[src/rtl/resp_route_lookup.sv]
// Response router: holds one response, reads its target from an ID-indexed route
// table, and queues {id, target, payload} in a 2-entry output FIFO. Stats: RESP_ROUTE_LOOKUP_STATS_EN.
module resp_route_lookup #(
  parameter int D     = 16,
  parameter int WIDTH = 32,
  parameter int PW    = 64,
  parameter int LOG_D = (D > 1) ? $clog2(D) : 1
) (
`ifdef RESP_ROUTE_LOOKUP_STATS_EN
  output logic [31:0]      lookup_cnt_o,
  output logic [31:0]      stall_cnt_o,
`endif
  input  logic             clk,
  input  logic             rst,
  input  logic             resp_valid_i,
  output logic             resp_ready_o,
  input  logic [LOG_D-1:0] resp_id_i,
  input  logic [PW-1:0]    resp_pay_i,
  output logic             re_o,
  input  logic             rdRdy_i,
  output logic [LOG_D-1:0] radr_o,
  input  logic [WIDTH-1:0] rdat_i,
  output logic             out_valid_o,
  input  logic             out_ready_i,
  output logic [LOG_D-1:0] out_id_o,
  output logic [WIDTH-1:0] out_tgt_o,
  output logic [PW-1:0]    out_pay_o
);

  typedef enum logic {IDLE, LOOKUP} state_t;

  state_t           state_reg;
  logic [LOG_D-1:0] id_reg;
  logic [PW-1:0]    pay_reg;

  logic [LOG_D-1:0] fifo_id_reg  [2];
  logic [WIDTH-1:0] fifo_tgt_reg [2];
  logic [PW-1:0]    fifo_pay_reg [2];
  logic             wr_ptr_reg;
  logic             rd_ptr_reg;
  logic [1:0]       count_reg;

  logic grant;
  logic accept;
  logic push;
  logic pop;

  // The request only depends on held state and FIFO count; count cannot rise
  // without a grant, so re_o is never withdrawn before it is granted.
  assign re_o         = (state_reg == LOOKUP) && (count_reg < 2'd2);
  assign radr_o       = id_reg;
  assign grant        = re_o && rdRdy_i;
  assign resp_ready_o = !rst && ((state_reg == IDLE) || grant);
  assign accept       = resp_valid_i && resp_ready_o;
  assign push         = grant;
  assign pop          = out_valid_o && out_ready_i;

  assign out_valid_o = (count_reg != 2'd0);
  assign out_id_o    = fifo_id_reg[rd_ptr_reg];
  assign out_tgt_o   = fifo_tgt_reg[rd_ptr_reg];
  assign out_pay_o   = fifo_pay_reg[rd_ptr_reg];

  always_ff @(posedge clk or posedge rst) begin
    if (rst) begin
      state_reg <= IDLE;
      id_reg    <= '0;
      pay_reg   <= '0;
    end else begin
      case (state_reg)
        IDLE: begin
          if (accept) begin
            id_reg    <= resp_id_i;
            pay_reg   <= resp_pay_i;
            state_reg <= LOOKUP;
          end
        end
        LOOKUP: begin
          if (grant) begin
            if (resp_valid_i) begin
              id_reg  <= resp_id_i;
              pay_reg <= resp_pay_i;
            end else begin
              state_reg <= IDLE;
            end
          end
        end
        default: state_reg <= IDLE;
      endcase
    end
  end

  always_ff @(posedge clk or posedge rst) begin
    if (rst) begin
      for (int i = 0; i < 2; i++) begin
        fifo_id_reg[i]  <= '0;
        fifo_tgt_reg[i] <= '0;
        fifo_pay_reg[i] <= '0;
      end
      wr_ptr_reg <= 1'b0;
      rd_ptr_reg <= 1'b0;
      count_reg  <= 2'd0;
    end else begin
      if (push) begin
        fifo_id_reg[wr_ptr_reg]  <= id_reg;
        fifo_tgt_reg[wr_ptr_reg] <= rdat_i;
        fifo_pay_reg[wr_ptr_reg] <= pay_reg;
        wr_ptr_reg               <= ~wr_ptr_reg;
      end
      if (pop) begin
        rd_ptr_reg <= ~rd_ptr_reg;
      end
      case ({push, pop})
        2'b10:   count_reg <= count_reg + 2'd1;
        2'b01:   count_reg <= count_reg - 2'd1;
        default: count_reg <= count_reg;
      endcase
    end
  end

`ifdef RESP_ROUTE_LOOKUP_STATS_EN
  logic [31:0] lookup_cnt_reg;
  logic [31:0] stall_cnt_reg;

  always_ff @(posedge clk or posedge rst) begin
    if (rst) begin
      lookup_cnt_reg <= '0;
      stall_cnt_reg  <= '0;
    end else begin
      if (grant) begin
        lookup_cnt_reg <= lookup_cnt_reg + 32'd1;
      end
      if (re_o && !rdRdy_i) begin
        stall_cnt_reg <= stall_cnt_reg + 32'd1;
      end
    end
  end

  assign lookup_cnt_o = lookup_cnt_reg;
  assign stall_cnt_o  = stall_cnt_reg;
`endif

endmodule

[config.mk]
export PLATFORM = sky130hd
export DESIGN_NAME = resp_route_lookup
export DESIGN_NICKNAME = d
export VERILOG_FILES = /design/src/rtl/resp_route_lookup.sv
export SDC_FILE = /design/constraint.sdc
export NUM_CORES = 1
export LEC_CHECK = 0
export CAP_MARGIN = 20
export CORE_MARGIN = 2
export CORE_UTILIZATION = 56
export CTS_CLUSTER_SIZE = 28
export DETAILED_ROUTE_END_ITERATION = 16
export HOLD_SLACK_MARGIN = 0.02
export PLACE_DENSITY_LB_ADDON = 0.2
export SYNTH_ARGS = -nofsm -noshare
export SYNTH_HDL_FRONTEND = slang
export SYNTH_SLANG_ARGS = --single-unit
[constraint.sdc]
create_clock -name clk -period 25.3 [get_ports clk]
set_input_delay 5.06 -clock clk [delete_from_list [all_inputs] [get_ports clk]]
set_output_delay 5.06 -clock clk [all_outputs]
set_load 0.01 [all_outputs]
Word-level counts from Yosys, hierarchy flattened --
Index checks and enable logic that the tools add are counted.
Cells by class: mux-type cells 31, $lt $le $gt $ge 4, equal/unequal tests 5, reductions and logical operators 11, bitwise gates (word level) 5, add/subtract/negate cells 2
Operators with widths (count):
- $mux 64 | 7
- $bwmux 128 | 1
- $mux 32 | 4
- $pmux 64 s2 | 1
- $bwmux 64 | 1
- $demux 64 s1 | 1
- $demux 32 s1 | 1
- $mux 4 | 7
- $bwmux 8 | 1
- $pmux 4 s2 | 1
- $logic_and 1x1->1 | 6
- $demux 4 s1 | 1
- $ge 2x2->1 const B | 2
- $ne 2x2->1 const B | 2
- $not 1->2 | 2
- $pmux 2 s2 | 1
- $reduce_bool 2->1 | 2
- $mux 1 | 3
- $not 1->1 | 3
- $reduce_and 3->1 | 1
- $add 2x1->2 const B | 1
- $eq 2x1->1 const B | 1
- $eq 2x2->1 const B | 1
- $lt 2x1->1 const B | 1
- 6 further kinds | 6
Word-level totals: output and inout port bits 107, input port bits 105, flip-flop bits (word level) 273, logic and storage cells 70

Depth between registers and ports, before layout --
depth in word-level cells 8, gate-level depth with buffers 7, gate-level depth less buffers 6

Least setup slack after synthesis --
No wires, ideal clock.
kind input to register, start point input port rst, end point register state_reg, stages on the path 3, data arrival time 11.064 ns, setup slack 14.139 ns, data required time 25.203 ns, cells stage by stage inv_1 a21oi_1 nor2_1
On the way: word-level cells in the longest chain between the ends 5
Ends and longest elaborated chain:
- start, declared | line 14 | input logic rst,
- $logic_not 1->1 (no source line)
- $logic_and 1x1->1 | line 53 | assign resp_ready_o = !rst && ((state_reg == IDLE) || grant);
- $logic_and 1x1->1 | line 54 | assign accept = resp_valid_i && resp_ready_o;
- $mux 1 | line 71 | if (accept) begin
- $pmux 1 s2 | line 69 | case (state_reg)
- end signal, assigned | line 65 | state_reg <= IDLE;
- end signal, assigned | line 74 | state_reg <= LOOKUP;
- end signal, assigned | line 83 | state_reg <= IDLE;
- end, declared | line 32 | state_t state_reg;
Every way passes these cells. A chain may end at the register's enable or synchronous reset.

Final worst setup path --
start point input port rst, end point output port resp_ready_o
On the way: word-level cells in the longest chain between the ends 2
Ends and longest elaborated chain:
- $logic_not 1->1 (no source line)
- $logic_and 1x1->1 | line 53
- end, declared | line 16 | output logic resp_ready_o,
Every way passes these cells.

==> summary.md <==
| Metric | Value |
|---|---|
| # rows | 52 |
| Clock latency at the later pin of the worst-skew pair | 520 ps |
| Slowest cell on the critical path | clkdlybuf4s50_1 |
| Yosys reg bits | 273 |
| Initial core utilization | 0.566 |
| Grt met3 use | 0.0547 |
| Post-Syn Area per Cell | 16.2 sq um |
| CP max FO | 3 |
| Sequential share of power | 0.392 |
| Post-route design area | 14600 sq um |
| Sw power | 0.601 mW |
| Switching Fraction | 0.294 |
| Number of flip-flops under the largest register name | 128 |
| Io pins | 212 |
| CTS buffer count | 28 |
| Post-route minimum period | 11360 ps |
| Share of layout cells above drive strength 1 | 0.422 |
| Most common library cell in the layout ignoring fill and taps | mux2_2 |
| Setup TNS | 0 ps |
| Routed vias | 6487 |
| Comb pwr share | 0.413 |
| Worst Tran Pin Value | 904 ps |
| Vias per cell | 5.40 |
| Seq/Total Area, Yosys | 0.600 |
| DR iter-0 viols | 200 |
| WL/cell | 19.4 microns |
| Crit Path Class | in -> out |
| Final wirelength | 23300 microns |
| Area of the mapped netlist | 11400 sq um |
| Post-CTS setup buffers | 0 |
| Worst Path Arrival | 6300 ps |
| CP max stage delay | 550 ps |
| Synth cell types | 22 |
| R2R depth | 4 |
| Top Usage Layer GRT | met2 |
| First-pass DRT Iterations | 3 |
| Crit path capture type | output port |
| P_leak | 6.18 nW |
| Mapped Nets | 809 |
| Fmax | 0.0880 GHz |
| H-tree Lvls | 1 |
| Clock Power Share | 0.196 |
| Clock Sinks | 273 |
| Hold Path Depth | 1 |
| Clk_skew | 8.48 ps |
| Cell Area, Placed | 13700 sq um |
| Reg-to-Reg End | fifo_pay_reg[23]$_DFFE_PP0P_ |
| CTS tree | done |
| Peak supply drop | 0.0838 mV |
| Post-CTS sizing | 0 |
| Gp weighted congestion | 0.752 |
| Root buffer cell | clkbuf_16 |
| Status | completed |
| Syn Inst Count | 703 |
| Final nets | 1018 |
| Chip Width | 147 microns |
| Hold WC Path Type | reg -> reg |
| RSZ-0062 raised after global routing | no |
| Yosys warnings | 0 |
| Core box area | 20100 sq um |
| Relative slew slack | 0.398 |
| Met2 Use GR | 0.393 |
| ANT cells | 0 |
| Internal power | 1.44 mW |
| Max-cap violation count | 0 |
| Largest net degree at the start of global routing | 133 |
| CP required | 20240 ps |
| Vias in the first global route | 7432 |
| Clk pin slew, worst setup/hold paths | 60 ps |
| Startpoint of the worst hold path | fifo_pay_reg[77]$_DFFE_PP0P_ |
| Crit share post-route | 0.449 |
| R2R Setup Slk | 22700 ps |
| Pwr Density | 140 nW/um^2 |
| GRT Residual Overflow | 0 |
| Crit-path most repeated cell | clkdlybuf4s50_1 |
| DRT antenna net count | 0 |
| Clk buf depth | 3 |
| First-pass GRT wire length | 38400 microns |
| GR Layer Usage met1 | 0.275 |
| Final hold vios | 0 |
| Layout area overhead | 28.1% |
| Total power | 2.05 mW |
| Leading cell types in the layout, fill and taps excluded | mux2_2 (338), dfrtp_1 (272), clkdlybuf4s50_1 (211) |
| Hold EP | fifo_pay_reg[77]$_DFFE_PP0P_ |
| R2r startpoint | count_reg[1]$_DFFE_PP0P_ |
| Die Span Y | 147 microns |
| Gr usage total | 0.222 |
| Final Max Tran Viols | 0 |
| Critical Path, Cell by Cell | clkdlybuf4s50_1 > a21oi_1 > clkdlybuf4s50_1 |
| Post-route DRC | 0 |
| Die area | 21500 sq um |
| Hold buffer count at CTS | 0 |
| Final setup viols | 0 |
| Port bufs | 211 |
| DP HPWL | 15100 microns |
| CP Launch Type | input port |
| Initial antenna violation count | 0 |
metal layers:
| layer | vias to the layer above | routed length [microns] |
|---|---|---|
| li1 | 2930 | - |
| met1 | 3350 | 9460 |
| met2 | 166 | 12000 |
| met3 | 41 | 1300 |
| met4 | 0 | 584 |
| met5 | - | 0 |
worst max-delay path by stage:
stage	from	end
final	rst	resp_ready_o
after global routing	rdRdy_i	resp_ready_o
after CTS	rst	resp_ready_o
after detailed placement	rst	resp_ready_o
after global placement	rst	resp_ready_o
after floorplan	rst	count_reg[0]$_DFFE_PP0P_
layout make-up:
| cell class | count | area, sq um |
|---|---|---|
| clock inverters | 6 | 80.1 |
| multi-input cells | 388 | 4300 |
| repair buffers | 219 | 2180 |
| fillers | 1277 | 5530 |
| inverters | 2 | 15.0 |
| flip-flops and latches | 273 | 6840 |
| well taps | 270 | 338 |
| clock buffers | 43 | 828 |
cells in the mapped netlist, drive strengths merged:
master	number	area, sq um
or2	1	6.26
buf	37	239
a21oi	2	10.0
inv	2	7.50
and3b	1	8.76
xnor2	3	26.3
nor2b	1	6.26
o21ai	1	16.3
ha	1	12.5
and2	1	6.26
xor2	2	17.5
nor2	5	26.3
nand2	1	6.26
nand2b	1	6.26
mux2	368	4140
dfrtp	273	6830
clkbuf	3	11.3
logic make-up (layout without fill, tap and decap cells):
logic type / Yosys count / after routing / share of synthesized area
AO/OA/AOI/OAI: 3 / 3 / 0.00231
XOR/XNOR: 5 / 5 / 0.00385
adder cells (fa/ha/maj): 1 / 1 / 0.00110
buffers and inverters: 42 / 270 / 0.0226
flip-flops: 273 / 273 / 0.600
multiplexers: 368 / 368 / 0.364
AND/OR/NAND/NOR: 11 / 11 / 0.00583
through the flow:
stage	std cells	setup WS [ps]	hold WS, ps	util
after floorplan	703	12700	454	-
after global placement	1151	13930	463	0.679
after detailed placement	1151	13940	474	0.679
after CTS	1200	13940	488	0.724
after global routing	1201	13890	500	0.725
final	1201	13940	483	0.725
power by group through the flow:
stage | clock [mW] | combinational, mW | sequential (mW)
final | 0.401 | 0.844 | 0.801
after global routing | 0.430 | 0.899 | 0.833
after CTS | 0.411 | 0.854 | 0.802
after detailed placement | 0 | 0.847 | 0.807
after global placement | 0 | 0.821 | 0.779
after floorplan | 0 | 0.528 | 0.745
worst max-delay path, delay by kind of cell:
kind	cells	cell delay, ps
AOI/OAI and AO/OA	1	170
buffers and inverters	2	1070
Note: power is estimated with default switching activity, not from simulation.
==> RTL edit: new RTL, same flow settings <==
`WIDTH`: 32 -> 48.
--- a/src/rtl/resp_route_lookup.sv
+++ b/src/rtl/resp_route_lookup.sv
@@ -2,7 +2,7 @@
 // table, and queues {id, target, payload} in a 2-entry output FIFO. Stats: RESP_ROUTE_LOOKUP_STATS_EN.
 module resp_route_lookup #(
   parameter int D     = 16,
-  parameter int WIDTH = 32,
+  parameter int WIDTH = 48,
   parameter int PW    = 64,
   parameter int LOG_D = (D > 1) ? $clog2(D) : 1
 ) (
Interface: changed (resized out_tgt_o and rdat_i); port bits go from 212 to 244. No check against the original RTL was run, so the function may have changed too.
==> RTL edit against the original RTL <==
  * Critical path depth is the same
  * Global-route usage is 0.98 points lower
  * Worst hold slack improved by 9.3 ps
  * Largest cell class unchanged
  * Clock power is 31% higher
  * Routed wire length grew 10%
  * Combinational power rose by 20%
  * First-iteration DRC count up 110%
  * Total power is 19% higher
  * Die area grew 14%
  * Setup slack lost 6.2 ps
  * Via count is 12% higher
  * Sequential cell count increased by 32
  * Synthesized area up 15%
  * Design area grew 16%
==> RTL edit: results <==
[run_status]
outcome = completed

[logic_synthesis]
synthFlopType = dfrtp_1
yosys.area.top_type_share = 0.584
yosysWarnings = 0
syn_area_per_cell_um2 = 16.6
async_reset_ff_frac = 1.00
synth_common_cells = mux2_2, dfrtp_1, mux2_4, buf_2, buf_6
synthTopCellsByArea = dfrtp_1, mux2_2, mux2_4
synth_nets = 909
synth_cell_types = 24
seq_area_frac_synth = 0.584

[routing]
wl_um = 25700
drtPass1Iterations = 4
wl_per_cell_um = 18.8
drt_iter0_markers = 418
vias = 7248

[timing]
drv_slew = 0
worst_slew_pin_slew_ps = 928
skew_ps = 15.8
fin_setup_tns_ps = 0

[cells_and_area]
largest_register_ffs = 128
area_growth_syn_to_layout_pct = 29.4
diodes = 0
num-fill-cells = 1448
drive_gt1_frac = 0.462
fin_nets = 1152

[global_route]
grtUsageTotal = 0.212
grt_pass1_wl_um = 41500
grt_pass1_vias = 7901
antenna_found_initial = 0
grt_max_degree = 102

[place]
io_buffers = 243
placed_area_um2 = 15700
dp.cells = 1307
place_ws_ps = 13920
hpwl_um = 15800
gp_congestion = 0.711

[power]
comb_power_mw = 1.01
ir_drop_uv = 85.4
p_total_mw = 2.43
powerSeq_mw = 0.893
internal_power_mw = 1.73
leakage_nw = 7.36

[cts]
cts_setup_buffers = 0
cts_made_buffers = 34
htree_levels = 2
cts_resized = 0
cts_buffer_depth = 3
worstSkewPairLatency_ps = 500
path_clk_slew_ps = 60
cts_root_buffer = clkbuf_16

[worst_hold_path]
hold_path.class = reg -> reg
hp-start = fifo_pay_reg[121]

[setup_path]
r2r_start = count_reg[1]
cp_data_arrival_time_ps = 6310
crit_path_max_fanout = 3
crit_start = rst
-- RTL edit: cell count changes after synthesis, moves of 2 or more --
| cell | before | now |
|---|---|---|
| mux2_4 | 0 | 77 |
| clkbuf_1 | 3 | 7 |
| mux2_2 | 338 | 336 |
| buf_8 | 0 | 4 |
| buf_6 | 3 | 8 |
| mux2_1 | 30 | 3 |
| buf_2 | 20 | 24 |
| dfrtp_1 | 273 | 305 |
| buf_4 | 14 | 1 |
-- RTL edit: per-layer routing --
layer	routed length (µm)	vias up	global-route usage
met1	11100	3712	0.282
met3	1970	36	0.0651
li1	-	3298	-
met2	12000	202	0.338
met5	0	-	0
met4	573	0	0.0647
-- RTL edit: cells by family (layout without fill, tap and decap cells) --
kind of cell	count (synthesis)	after routing	share of synthesized area
adder cells (fa/ha/maj)	1	1	0.000957
XOR/XNOR	5	5	0.00335
AND/OR/NAND/NOR	11	11	0.00584
buffers and inverters	46	314	0.0240
multiplexers	416	416	0.380
flip-flops	305	305	0.584
AO/OA/AOI/OAI	3	3	0.00144
-- RTL edit: worst max-delay path, cell delays in order --
cell and delay (ps):
clkdlybuf4s50_1 530, a21oi_1 170, clkdlybuf4s50_1 550
-- RTL edit: final timing paths --
kind                                      to  slack, ps  cells after the start
max reg2reg                 fifo_tgt_reg[76]      22000                      6
max in group asynchronous   fifo_tgt_reg[23]      18070                      4
min in group asynchronous  fifo_pay_reg[110]       5150                      2
min                        fifo_pay_reg[121]        490                      1
max                             resp_ready_o      13930                      3
min reg2reg                fifo_pay_reg[121]        490                      1
-- RTL edit: area by class of cell --
cell class / instances / area share
flip-flops and latches: 305 / 0.452
clock inverters: 12 / 0.00969
well taps: 313 / 0.0232
inverters: 2 / 0.00104
repair buffers: 251 / 0.147
multi-input cells: 436 / 0.304
clock buffers: 49 / 0.0627
